**src/rtl/synth_pkg.sv**
```systemverilog
// Shared WaveGen / PWM sink definitions: sample width, full-scale value and sample type.
package synth_pkg;

  localparam int WAVE_DEPTH = 8;

  typedef logic [WAVE_DEPTH-1:0] wave_t;

  localparam wave_t WAVE_MAX = '1;

endpackage

```
**src/rtl/pwm_dac_out_if.sv**
```systemverilog
// Sample stream handshake between the waveform generator (master) and the PWM sink (slave).
interface pwm_dac_out_if;

  synth_pkg::wave_t sample;
  logic             sample_valid;
  logic             sample_ready;

  modport master (output sample, output sample_valid, input sample_ready);
  modport slave  (input sample, input sample_valid, output sample_ready);

endinterface

```
**src/rtl/pwm_tick_gen.sv**
```systemverilog
// Prescale counter: tick is high on the last clock of every PRESCALE-clock period.
module pwm_tick_gen #(
  parameter int unsigned PRESCALE = 1
) (
  input  logic clk,
  input  logic rst,
  output logic tick
);

  localparam int CW = (PRESCALE > 1) ? $clog2(PRESCALE) : 1;
  localparam logic [CW-1:0] LAST = CW'(PRESCALE - 1);

  logic [CW-1:0] tick_cnt_q, tick_cnt_d;

  always_comb begin
    tick       = (tick_cnt_q == LAST);
    tick_cnt_d = tick ? '0 : tick_cnt_q + CW'(1);
  end

  // NOTE: sequential state is updated with <= only; blocking assignments here would race with readers.
  always_ff @(posedge clk) begin
    if (rst) tick_cnt_q <= '0;
    else     tick_cnt_q <= tick_cnt_d;
  end

endmodule

```
**src/rtl/pwm_dac_out.sv**
```systemverilog
// PWM audio sink: one-entry sample hold buffer, duty updated only at frame boundaries.
// Optional saturating underrun counter built when PWM_UNDERRUN_CNT_EN is defined.
module pwm_dac_out
  import synth_pkg::*;
#(
  parameter int unsigned PRESCALE = 1
) (
  input  logic               clk,
  input  logic               rst,
  pwm_dac_out_if.slave       s_if,
  output logic               pwm_out,
  output logic               frame_start,
  output logic               underrun
`ifdef PWM_UNDERRUN_CNT_EN
  ,
  output logic [15:0]        underrun_count
`endif
);

  logic  tick;
  logic  boundary;
  logic  accept;

  wave_t pwm_cnt_q,     pwm_cnt_d;
  wave_t active_q,      active_d;
  wave_t hold_q,        hold_d;
  logic  hold_full_q,   hold_full_d;
  logic  pwm_out_q,     pwm_out_d;
  logic  frame_start_q, frame_start_d;
  logic  underrun_q,    underrun_d;

  pwm_tick_gen #(.PRESCALE(PRESCALE)) u_tick_gen (
    .clk  (clk),
    .rst  (rst),
    .tick (tick)
  );

  // NOTE: every always_comb output gets a default first so no path leaves it unassigned (no latches).
  always_comb begin
    accept        = s_if.sample_valid && !hold_full_q;
    boundary      = tick && (pwm_cnt_q == WAVE_MAX);

    pwm_cnt_d     = tick ? pwm_cnt_q + wave_t'(1) : pwm_cnt_q;
    active_d      = active_q;
    hold_d        = hold_q;
    hold_full_d   = hold_full_q;

    // A full buffer cannot accept, so transfer and accept never compete for hold.
    if (boundary && hold_full_q) begin
      active_d    = hold_q;
      hold_full_d = 1'b0;
    end else if (accept) begin
      hold_d      = s_if.sample;
      hold_full_d = 1'b1;
    end

    pwm_out_d     = (pwm_cnt_q < active_q);
    frame_start_d = boundary;
    underrun_d    = boundary && !hold_full_q;
  end

  always_ff @(posedge clk) begin
    if (rst) begin
      pwm_cnt_q     <= '0;
      active_q      <= '0;
      hold_full_q   <= 1'b0;
      pwm_out_q     <= 1'b0;
      frame_start_q <= 1'b0;
      underrun_q    <= 1'b0;
    end else begin
      pwm_cnt_q     <= pwm_cnt_d;
      active_q      <= active_d;
      hold_full_q   <= hold_full_d;
      pwm_out_q     <= pwm_out_d;
      frame_start_q <= frame_start_d;
      underrun_q    <= underrun_d;
    end
  end

  // NOTE: the hold data register needs no reset; hold_full_q gates every use of it.
  always_ff @(posedge clk) begin
    hold_q <= hold_d;
  end

`ifdef PWM_UNDERRUN_CNT_EN
  logic [15:0] underrun_count_q, underrun_count_d;

  always_comb begin
    underrun_count_d = underrun_count_q;
    if (underrun_d && (underrun_count_q != 16'hFFFF))
      underrun_count_d = underrun_count_q + 16'd1;
  end

  always_ff @(posedge clk) begin
    if (rst) underrun_count_q <= '0;
    else     underrun_count_q <= underrun_count_d;
  end

  assign underrun_count = underrun_count_q;
`endif

  assign s_if.sample_ready = !hold_full_q;
  assign pwm_out           = pwm_out_q;
  assign frame_start       = frame_start_q;
  assign underrun          = underrun_q;

endmodule

```
**src/flat_wrapper.sv**
```systemverilog
// flat-port wrapper written by rule: the top's interface ports become plain ports
module pwm_dac_out_flat import synth_pkg::*;
#(
  parameter int unsigned PRESCALE = 1
)
  (clk, rst, pwm_out, frame_start, underrun, s_if_sample, s_if_sample_valid, s_if_sample_ready);
  pwm_dac_out_if s_if_i ();
  input  logic clk;
  input  logic rst;
  output logic pwm_out;
  output logic frame_start;
  output logic underrun;
  input wire logic [$bits(s_if_i.sample)-1:0] s_if_sample;
  input wire logic [$bits(s_if_i.sample_valid)-1:0] s_if_sample_valid;
  output wire logic [$bits(s_if_i.sample_ready)-1:0] s_if_sample_ready;
  assign s_if_i.sample = s_if_sample;
  assign s_if_i.sample_valid = s_if_sample_valid;
  assign s_if_sample_ready = s_if_i.sample_ready;
  pwm_dac_out #(.PRESCALE(PRESCALE)) u_core (.clk(clk), .rst(rst), .s_if(s_if_i), .pwm_out(pwm_out), .frame_start(frame_start), .underrun(underrun));
endmodule
```
**config.mk**
```make
export PLATFORM = sky130hd
export DESIGN_NAME = pwm_dac_out_flat
export DESIGN_NICKNAME = d
export VERILOG_FILES = /design/src/rtl/synth_pkg.sv /design/src/rtl/pwm_dac_out_if.sv /design/src/rtl/pwm_tick_gen.sv /design/src/rtl/pwm_dac_out.sv /design/src/flat_wrapper.sv
export SDC_FILE = /design/constraint.sdc
export NUM_CORES = 1
export LEC_CHECK = 0
export ABC_AREA = 1
export CAP_MARGIN = 20
export CORE_AREA = 2 2 45 64
export DETAILED_ROUTE_END_ITERATION = 6
export DIE_AREA = 0 0 47 66
export GPL_TIMING_DRIVEN = 1
export PLACE_DENSITY = 0.86
export SYNTH_ARGS = -nofsm -noshare
export SYNTH_HDL_FRONTEND = slang
export SYNTH_SLANG_ARGS = --single-unit
```
**constraint.sdc**
```tcl
create_clock -name clk -period 1.8 [get_ports clk]
set_input_delay 0.45 -clock clk [delete_from_list [all_inputs] [get_ports clk]]
set_output_delay 0.45 -clock clk [all_outputs]
set_load 0.05 [all_outputs]
```
# Word-level counts from Yosys, hierarchy flattened
# Cells that the tools add are included.
# W data, S select, Z words.
classes:
  n_reduce_logical: 8
  magnitude_cmp: 1
  n_bitwise: 2
  eq_ne: 1
  addsub: 2
op_table:
  columns: ["operator", "n"]
  rows:
  - ["$add A8 B1 Y8 const B", 1]
  - ["$eq A8 B8 Y1 const B", 1]
  - ["$lt A8 B8 Y1", 1]
  - ["$logic_and A1 B1 Y1", 4]
  - ["$reduce_or A2 Y1", 2]
  - ["$not A1 Y1", 2]
  - ["$reduce_and A2 Y1", 1]
  - ["$add A1 B1 Y1 const B", 1]
  - ["$logic_not A1 Y1", 1]
totals:
  regBits: 29
  word_cells: 22
  output_inout_bits: 4
  in_bits: 11

# Longest topological paths before layout
# Gate-level depths: netlist (run 1).
logic_depth:
  word_depth: 5
  mapped_depth: 7
  ltp_nobuf: 7

# Hierarchy
# From an unflattened synthesis (run 1), not the netlist that was laid out.
unflattened:
  hier_cells: 168
  hier_area_um2: 1355.0
by_module_without_submodules:
  columns: ["mod", "area_per_inst_um2", "cells_per_inst", "seq_area_each_um2", "n_inst"]
  rows:
  - ["pwm_dac_out", 1327.5, 165, 640.6, 1]
  - ["pwm_tick_gen", 27.5, 3, 20.0, 1]

# Worst setup path after synthesis (run 1)
# Ideal clock, no wire load.
synth_timing:
  path_type: "register -> output"
  from: "register u_core.hold_full_q"
  to: "output s_if_sample_ready"
  slack_ps: 466
  n_path_buf: 1
  path_stages_with_launch: 3
  required_ps: 1350
  arrival_time_ps: 884
  path_cell_list: "dfxtp_1 clkbuf_1 inv_1"
synth_via:
  elab_chain_len: 1
synth_lines:
  columns: ["item", "line_no", "rtl"]
  rows:
  - ["start: declaration", "pwm_dac_out.sv:27", "logic hold_full_q, hold_full_d;"]
  - ["start signal: assignment", "pwm_dac_out.sv:73", "hold_full_q <= hold_full_d;"]
  - ["$logic_not A1 Y1", "pwm_dac_out.sv:102", "assign s_if.sample_ready = !hold_full_q;"]
  - ["end: declaration", "flat_wrapper.sv:15", "output wire logic [$bits(s_if_i.sample_ready)-1:0] s_if_sample_ready;"]
# No other way between the ends.

# Worst setup path in the final report (run 1)
# Same ends and word-level chain as after synthesis.

==> key figures, run 1 <==
Floorplanning
  – Starting density of the core: 52.47%
  – Die height: 66 µm
  – Die footprint: 3102 µm²
  – Core box area: 2532 µm²
  – Std cell rows: 22
  – Die X: 47 µm
  – Top-level port count: 15

Setup path
  – Worst setup SP type: register
  – Worst Setup Path Type: register to output port
  – CP max-delay cell: dfxtp_1
  – Critical-path cell list: inv_1, buf_4
  – Critical Path Max Stage Delay: 0.46 ns
  – WP data required: 1.35 ns
  – Worst-case reg-to-reg path depth: 6
  – Critical path fanouts, max: 7
  – CP Capture Type: output port
  – Crit path DAT: 1.04 ns

Synth
  – Simple-Gate Fraction of Synth Area: 25.42%
  – Syn_nets: 177
  – Largest family of logic cells by synthesized area: simple AND/OR/NAND/NOR gates
  – Mux cell area share after synthesis: 0%
  – Xor/xnor share of the synthesized area: 0.6591%
  – Syn Area/Cell: 8.410 µm²
  – Yosys cell types: 21
  – Mapped Area: 1329 µm²
  – Synth Area in Adders: 7.533%
  – Synthesis warning total: 0
  – Register bit total from synthesis: 29
  – Synth Area in Compound Gates: 7.533%
  – Sequential area share after synthesis: 49.72%
  – Synth Instances: 158

CTS
  – Sink Count: 29
  – TritonCTS buffer count: 5
  – Postcts setup bufs: 0
  – TritonCTS clock tree: built
  – Clock Path Buffers: 2
  – Post-CTS sizing: 0
  – Worst skew pair latency: 0.33 ns
  – Clock root cell: clkbuf_4
  – Clock slew at reported path FFs: 0.09 ns
  – H-tree Lvls: 2
  – CTS Hold Bufs: 0

Pwr
  – Maximum VDD drop: 0.0005236 V
  – Leakage: 0.0007155 µW
  – Power per cell area: 766.4 nW/µm²

Placed design
  – Dpl cell area: 1514 µm²
  – Final Wtd Congestion: 0.8143
  – Placed insts: 208
  – Port bufs: 14
  – Pre-CTS WS: 0.2202 ns
  – HPWL after DPL: 1.830 mm

STA
  – Crit path time final: 1.489 ns
  – Setup TNS: 0 ns
  – Fin crit share: 82.73%
  – Skew final: 0.01009 ns
  – Endpoints failing setup: 0
  – Max Slew Vio Count: 0
  – FMAX: 671.6 MHz
  – Hold slack final: 0.4723 ns
  – Final Hold Viols: 0
  – RSZ-0062 raised after global routing: no
  – Slack of the critical path: 0.3109 ns

Min path
  – Worst hold path class: register to register
  – Hold Path Depth: 1

Global route
  – Largest net degree at the start of global routing: 17
  – Initial antenna violation count: 0
  – First-pass GRT wire length: 4.084 mm
  – Gr usage total: 19.06%
  – Vias in the first global route: 1009
  – Total gr overflow: 0

Final layout
  – Fraction of layout cells with a size suffix above 1: 13.33%
  – Area growth syn-to-layout: 18.36%
  – Layout Nets: 198
  – Non-Filler Instances: 216
  – Finished Cell Area: 1573 µm²
  – Diode count: 0

Routing
  – Detailed-route via count: 1050
  – Routed WL: 2.369 mm
  – DR iter-0 viols: 26
  – Router iterations before antenna repair: 4
  – Detail Route Antenna Nets: 0
  – WL per Instance: 10.97 µm
  – Vias per inst: 4.861
  – DRC violations left: 0

Run
  – Max Cap Violations: 0

Run status
  – Run status: complete, no violations
[layout by cell type, fill, tap and decap left out]
master           netlist  layout
nand2_2                2       2
nand3_1                3       3
inv_1                 25      25
clkbuf_1               2       2
clkbuf_8               0       1
xor2_1                 1       1
nor3_2                 1       1
clkdlybuf4s50_1        0      10
nor2_2                 2       2
nor3_4                 1       1
edfxtp_1               8       8
nor2_1                19      19
dfxtp_1               21      21
clkbuf_4               0       5
nand2_1               28      28
nand4_1               10      10
inv_2                  3       3
buf_4                  0       7
ha_1                   8       8
a21oi_1               16      16
nand4_2                1       1
o21ai_0                4       4
conb_1                 1       1
nor2_8                 1       1
[cells in the mapped netlist]
cell type | n | area [µm²]
nor2_8 | 1 | 20.02
inv_1 | 25 | 93.84
o21ai_0 | 4 | 20.02
nand3_1 | 3 | 15.01
nor2_1 | 19 | 71.32
ha_1 | 8 | 100.1
clkbuf_1 | 2 | 7.510
nor3_4 | 1 | 16.27
nor2_2 | 2 | 12.51
a21oi_1 | 16 | 80.08
inv_2 | 3 | 11.26
dfxtp_1 | 21 | 420.4
conb_1 | 1 | 3.750
xor2_1 | 1 | 8.760
nand4_2 | 1 | 12.51
nand2_1 | 28 | 105.1
buf_2 | 1 | 5.000
nand4_1 | 10 | 62.56
nand2_2 | 2 | 12.51
nor3_2 | 1 | 10.01
edfxtp_1 | 8 | 240.2
[worst max-delay path: cells and delay by family, from the launching register on]
kind                   cells  cell delay [ns]
buffers and inverters      2             0.26
flip-flops                 1             0.46
[flip-flops by register name (all words and copies together) (netlist names)]
register / cells
u_core.active_q: 8
u_core.frame_start: 1
u_core.hold_full_q: 1
u_core.hold_q: 8
u_core.pwm_cnt_q: 8
u_core.pwm_out: 1
u_core.u_tick_gen.tick_cnt_q: 1
u_core.underrun: 1
[metrics by stage]
| step | utilization [%] | power (µW) |
|---|---|---|
| 6_report | 62.10 | 1205 |
| 5_1_grt | 62.10 | 1267 |
| 4_1_cts | 62.10 | 1218 |
| 3_5_place_dp | 59.78 | 812.6 |
| 3_3_place_gp | 59.78 | 807.1 |
| 2_1_floorplan | - | 768.2 |
[routing by layer]
| layer | track usage (%) | share of wire [%] |
|---|---|---|
| met1 | 17.60 | 38 |
| met2 | 32.53 | 55 |
| met3 | 7.104 | 4.6 |
| met4 | 12.85 | 2.7 |
| met5 | 0 | 0 |
[report_power, final]
part / switching (µW) / total, µW / internal, µW
Combinational: 52.6 / 95.4 / 42.8
Clock: 216 / 409 / 192
Sequential: 11.4 / 701 / 690
[path summary, 6_finish.rpt]
kind                                      from                  end  slack, ns
setup / recovery            u_core.hold_full_q    s_if_sample_ready       0.31
hold / removal    u_core.u_tick_gen.tick_cnt_q  u_core.pwm_cnt_q[0]       0.47
hold reg to reg   u_core.u_tick_gen.tick_cnt_q  u_core.pwm_cnt_q[0]       0.47
setup reg to reg           u_core.pwm_cnt_q[1]   u_core.active_q[0]       0.34
[layout make-up]
class                   instances  area [µm²]
fillers                       211       959.7
multi-input cells              98       550.5
clock buffers                   8       58.81
inverters                      28       105.1
flip-flops and latches         29       660.6
well taps                      36       45.04
repair buffers                 17       152.6
[logic make-up (layout without fill, tap and decap cells)]
| logic type | count (synthesis) | count (layout) |
|---|---|---|
| buf+inv | 31 | 53 |
| other cells | 1 | 1 |
| simple gates | 68 | 68 |
| flops | 29 | 29 |
| xor+xnor | 1 | 1 |
| fa+ha+maj | 8 | 8 |
| compound gates | 20 | 20 |
No activity file was read; power rests on OpenSTA's default activity.
==> run 2: changes to the inputs <==
==> constraint.sdc (replaced) <==
create_clock -name clk -period 1.4 [get_ports clk]
set_input_delay 0.35 -clock clk [delete_from_list [all_inputs] [get_ports clk]]
set_output_delay 0.35 -clock clk [all_outputs]
set_load 0.05 [all_outputs]
==> run 2 against run 1 <==
  * Routed wire length increased by 7.7%
  * Sequential share of layout area fell by 2.9 points
  * Total power grew 35%
  * Critical endpoint is now u_core.active_q[1]
  * Flip-flop and latch count unchanged
  * Clock skew is 0.0078 ns higher
  * Final cell count is 2.8% higher
  * Clock power rose by 41%
  * First-iteration DRC count down 42%
  * Sequential power is 29% higher
  * Die area did not move
  * Global-route usage down 0.21 points
  * Worst hold slack worse by 0.0099 ns
==> key figures, run 2 (synthesized netlist as in run 1, its figures left out) <==
STA
  – Endpoints failing setup: 0
  – Setup TNS: 0 ns
  – FMAX: 756.2 MHz
  – Final Hold Viols: 0
  – Slack of the critical path: 0.07760 ns
  – RSZ-0062 raised after global routing: no
  – Skew final: 0.01788 ns
  – Crit path time final: 1.322 ns
  – Max Slew Vio Count: 0
  – Fin crit share: 94.46%

Setup path
  – Reg2reg setup slack: 0.08 ns
  – WP data required: 1.62 ns
  – Worst setup SP type: register
  – Critical Path Source: u_core.pwm_cnt_q[0]
  – Critical path fanouts, max: 4
  – Worst-case reg-to-reg path depth: 6
  – Reg2reg start: u_core.pwm_cnt_q[0]
  – Crit path DAT: 1.54 ns
  – Setup crit end: u_core.active_q[1]
  – CP Capture Type: register
  – Capture point of the worst reg-to-reg path: u_core.active_q[1]
  – Worst Setup Path Type: register to register

Floorplanning
  – Core box area: 2532 µm²
  – Die X: 47 µm
  – Std cell rows: 22
  – Die height: 66 µm
  – Starting density of the core: 52.47%
  – Top-level port count: 15
  – Die footprint: 3102 µm²

Routing
  – Detailed-route via count: 1119
  – Router iterations before antenna repair: 4
  – DRC violations left: 0
  – Routed WL: 2.552 mm
  – Detail Route Antenna Nets: 0
  – Vias per inst: 5.041
  – WL per Instance: 11.50 µm
  – DR iter-0 viols: 15

Final layout
  – FILL cells: 203
  – Commonest non-fill, non-tap cell in the layout: nand2_1
  – Finished Cell Area: 1692 µm²
  – Layout Nets: 204
  – Biggest regs: u_core.active_q (8), u_core.hold_q (8), u_core.pwm_cnt_q (8)
  – Most frequent cells in the layout: nand2_1 (28), inv_1 (25), dfxtp_1 (20), nor2_1 (19), a21oi_1 (16)
  – Area growth syn-to-layout: 27.31%
  – Fraction of layout cells with a size suffix above 1: 18.82%
  – Diode count: 0

Pwr
  – Sw Ratio: 23.12%
  – Seq pwr share: 55.6%
  – Clock power frac: 35.5%
  – Total power: 1623 µW
  – Maximum VDD drop: 0.0009553 V
  – Leakage: 0.0007451 µW
  – Switching Power: 375.1 µW
  – Combinational power share: 8.9%
  – Internal power: 1248 µW
  – Power per cell area: 959.3 nW/µm²

CTS
  – H-tree Lvls: 2
  – Clock root cell: clkbuf_4
  – Sink Count: 29
  – Clock Path Buffers: 2
  – TritonCTS buffer count: 5
  – CTS Hold Bufs: 0
  – Clock slew at reported path FFs: 0.09 ns
  – Worst skew pair latency: 0.34 ns
  – Postcts setup bufs: 0
  – TritonCTS clock tree: built

Placed design
  – Final Wtd Congestion: 0.7788
  – Dpl cell area: 1582 µm²
  – Pre-CTS WS: -0.03365 ns
  – Port bufs: 14
  – HPWL after DPL: 1.883 mm

Run
  – Max Cap Violations: 0

Global route
  – Vias in the first global route: 1104
  – Gr usage total: 18.85%
  – Largest net degree at the start of global routing: 12
  – First-pass GRT wire length: 4.140 mm
  – Total gr overflow: 0
  – Initial antenna violation count: 0

Run status
  – Run status: complete, no violations

Min path
  – Worst hold path class: register to register
[run 2: final cells by class]
cell class                      count  area (µm²)  share of cell area [%]
Clock buffer                        7       65.06                   3.846
Clock inverter                      1       5.005                  0.2959
Inverter                           28       105.1                   6.213
Multi-Input combinational cell    100       589.3                   34.84
Sequential cell                    29       661.9                   39.13
Tap cell                           36       45.04                   2.663
Timing Repair Buffer               21       220.2                   13.02
[run 2: repair_timing]
action | in CTS | in global routing
setup endpoints to repair | 3 | 6
resized for setup | 1 | 4
pin swaps | 0 | 2
gates cloned | 0 | 2
[run 2: critical path: stages (launching register included)]
cell,delay (ns)
dfxtp_1,0.38
ha_2,0.25
nand3_2,0.14
nor2_2,0.23
nand4_1,0.10
nand2_1,0.07
nor2_1,0.03
[run 2: how the worst min path moves through the flow]
stage / start / endpoint / slack (ns) / depth (start not counted)
floorplan: rst / u_core.underrun / 0.42 / 1
global placement: u_core.u_tick_gen.tick_cnt_q / u_core.pwm_cnt_q[0] / 0.45 / 1
detailed placement: u_core.active_q[1] / u_core.active_q[1] / 0.47 / 2
CTS: u_core.u_tick_gen.tick_cnt_q / u_core.pwm_cnt_q[0] / 0.47 / 1
global route: u_core.u_tick_gen.tick_cnt_q / u_core.pwm_cnt_q[0] / 0.47 / 1
finish: u_core.u_tick_gen.tick_cnt_q / u_core.pwm_cnt_q[0] / 0.46 / 1
[run 2: metrics by stage]
step / util [%] / cells / hold WS (ns)
2_1_floorplan: - / 158 / 0.4209
6_report: 66.80 / 222 / 0.4624
4_1_cts: 65.42 / 220 / 0.4682
3_5_place_dp: 62.45 / 212 / 0.4693
5_1_grt: 66.80 / 222 / 0.4732
3_3_place_gp: 62.45 / 212 / 0.4535
[run 2: layer usage]
| layer | track usage, % | part of all wire (%) | wire [µm] |
|---|---|---|---|
| met1 | 16.55 | 37 | 943 |
| met2 | 33.22 | 55 | 1411 |
| met3 | 8.197 | 4.5 | 116 |
| met4 | 10.76 | 3.1 | 80 |
| met5 | 0 | 0 | 0 |
[run 2: power by group through the flow]
| stage | Sequential (µW) | Clock, µW | Combinational (µW) |
|---|---|---|---|
| final | 902 | 576 | 145 |
| after global routing | 904 | 638 | 162 |
| after CTS | 901 | 597 | 143 |
| after detailed placement | 920 | 0 | 142 |
| after global placement | 918 | 0 | 135 |
| after floorplan | 922 | 0 | 65.3 |
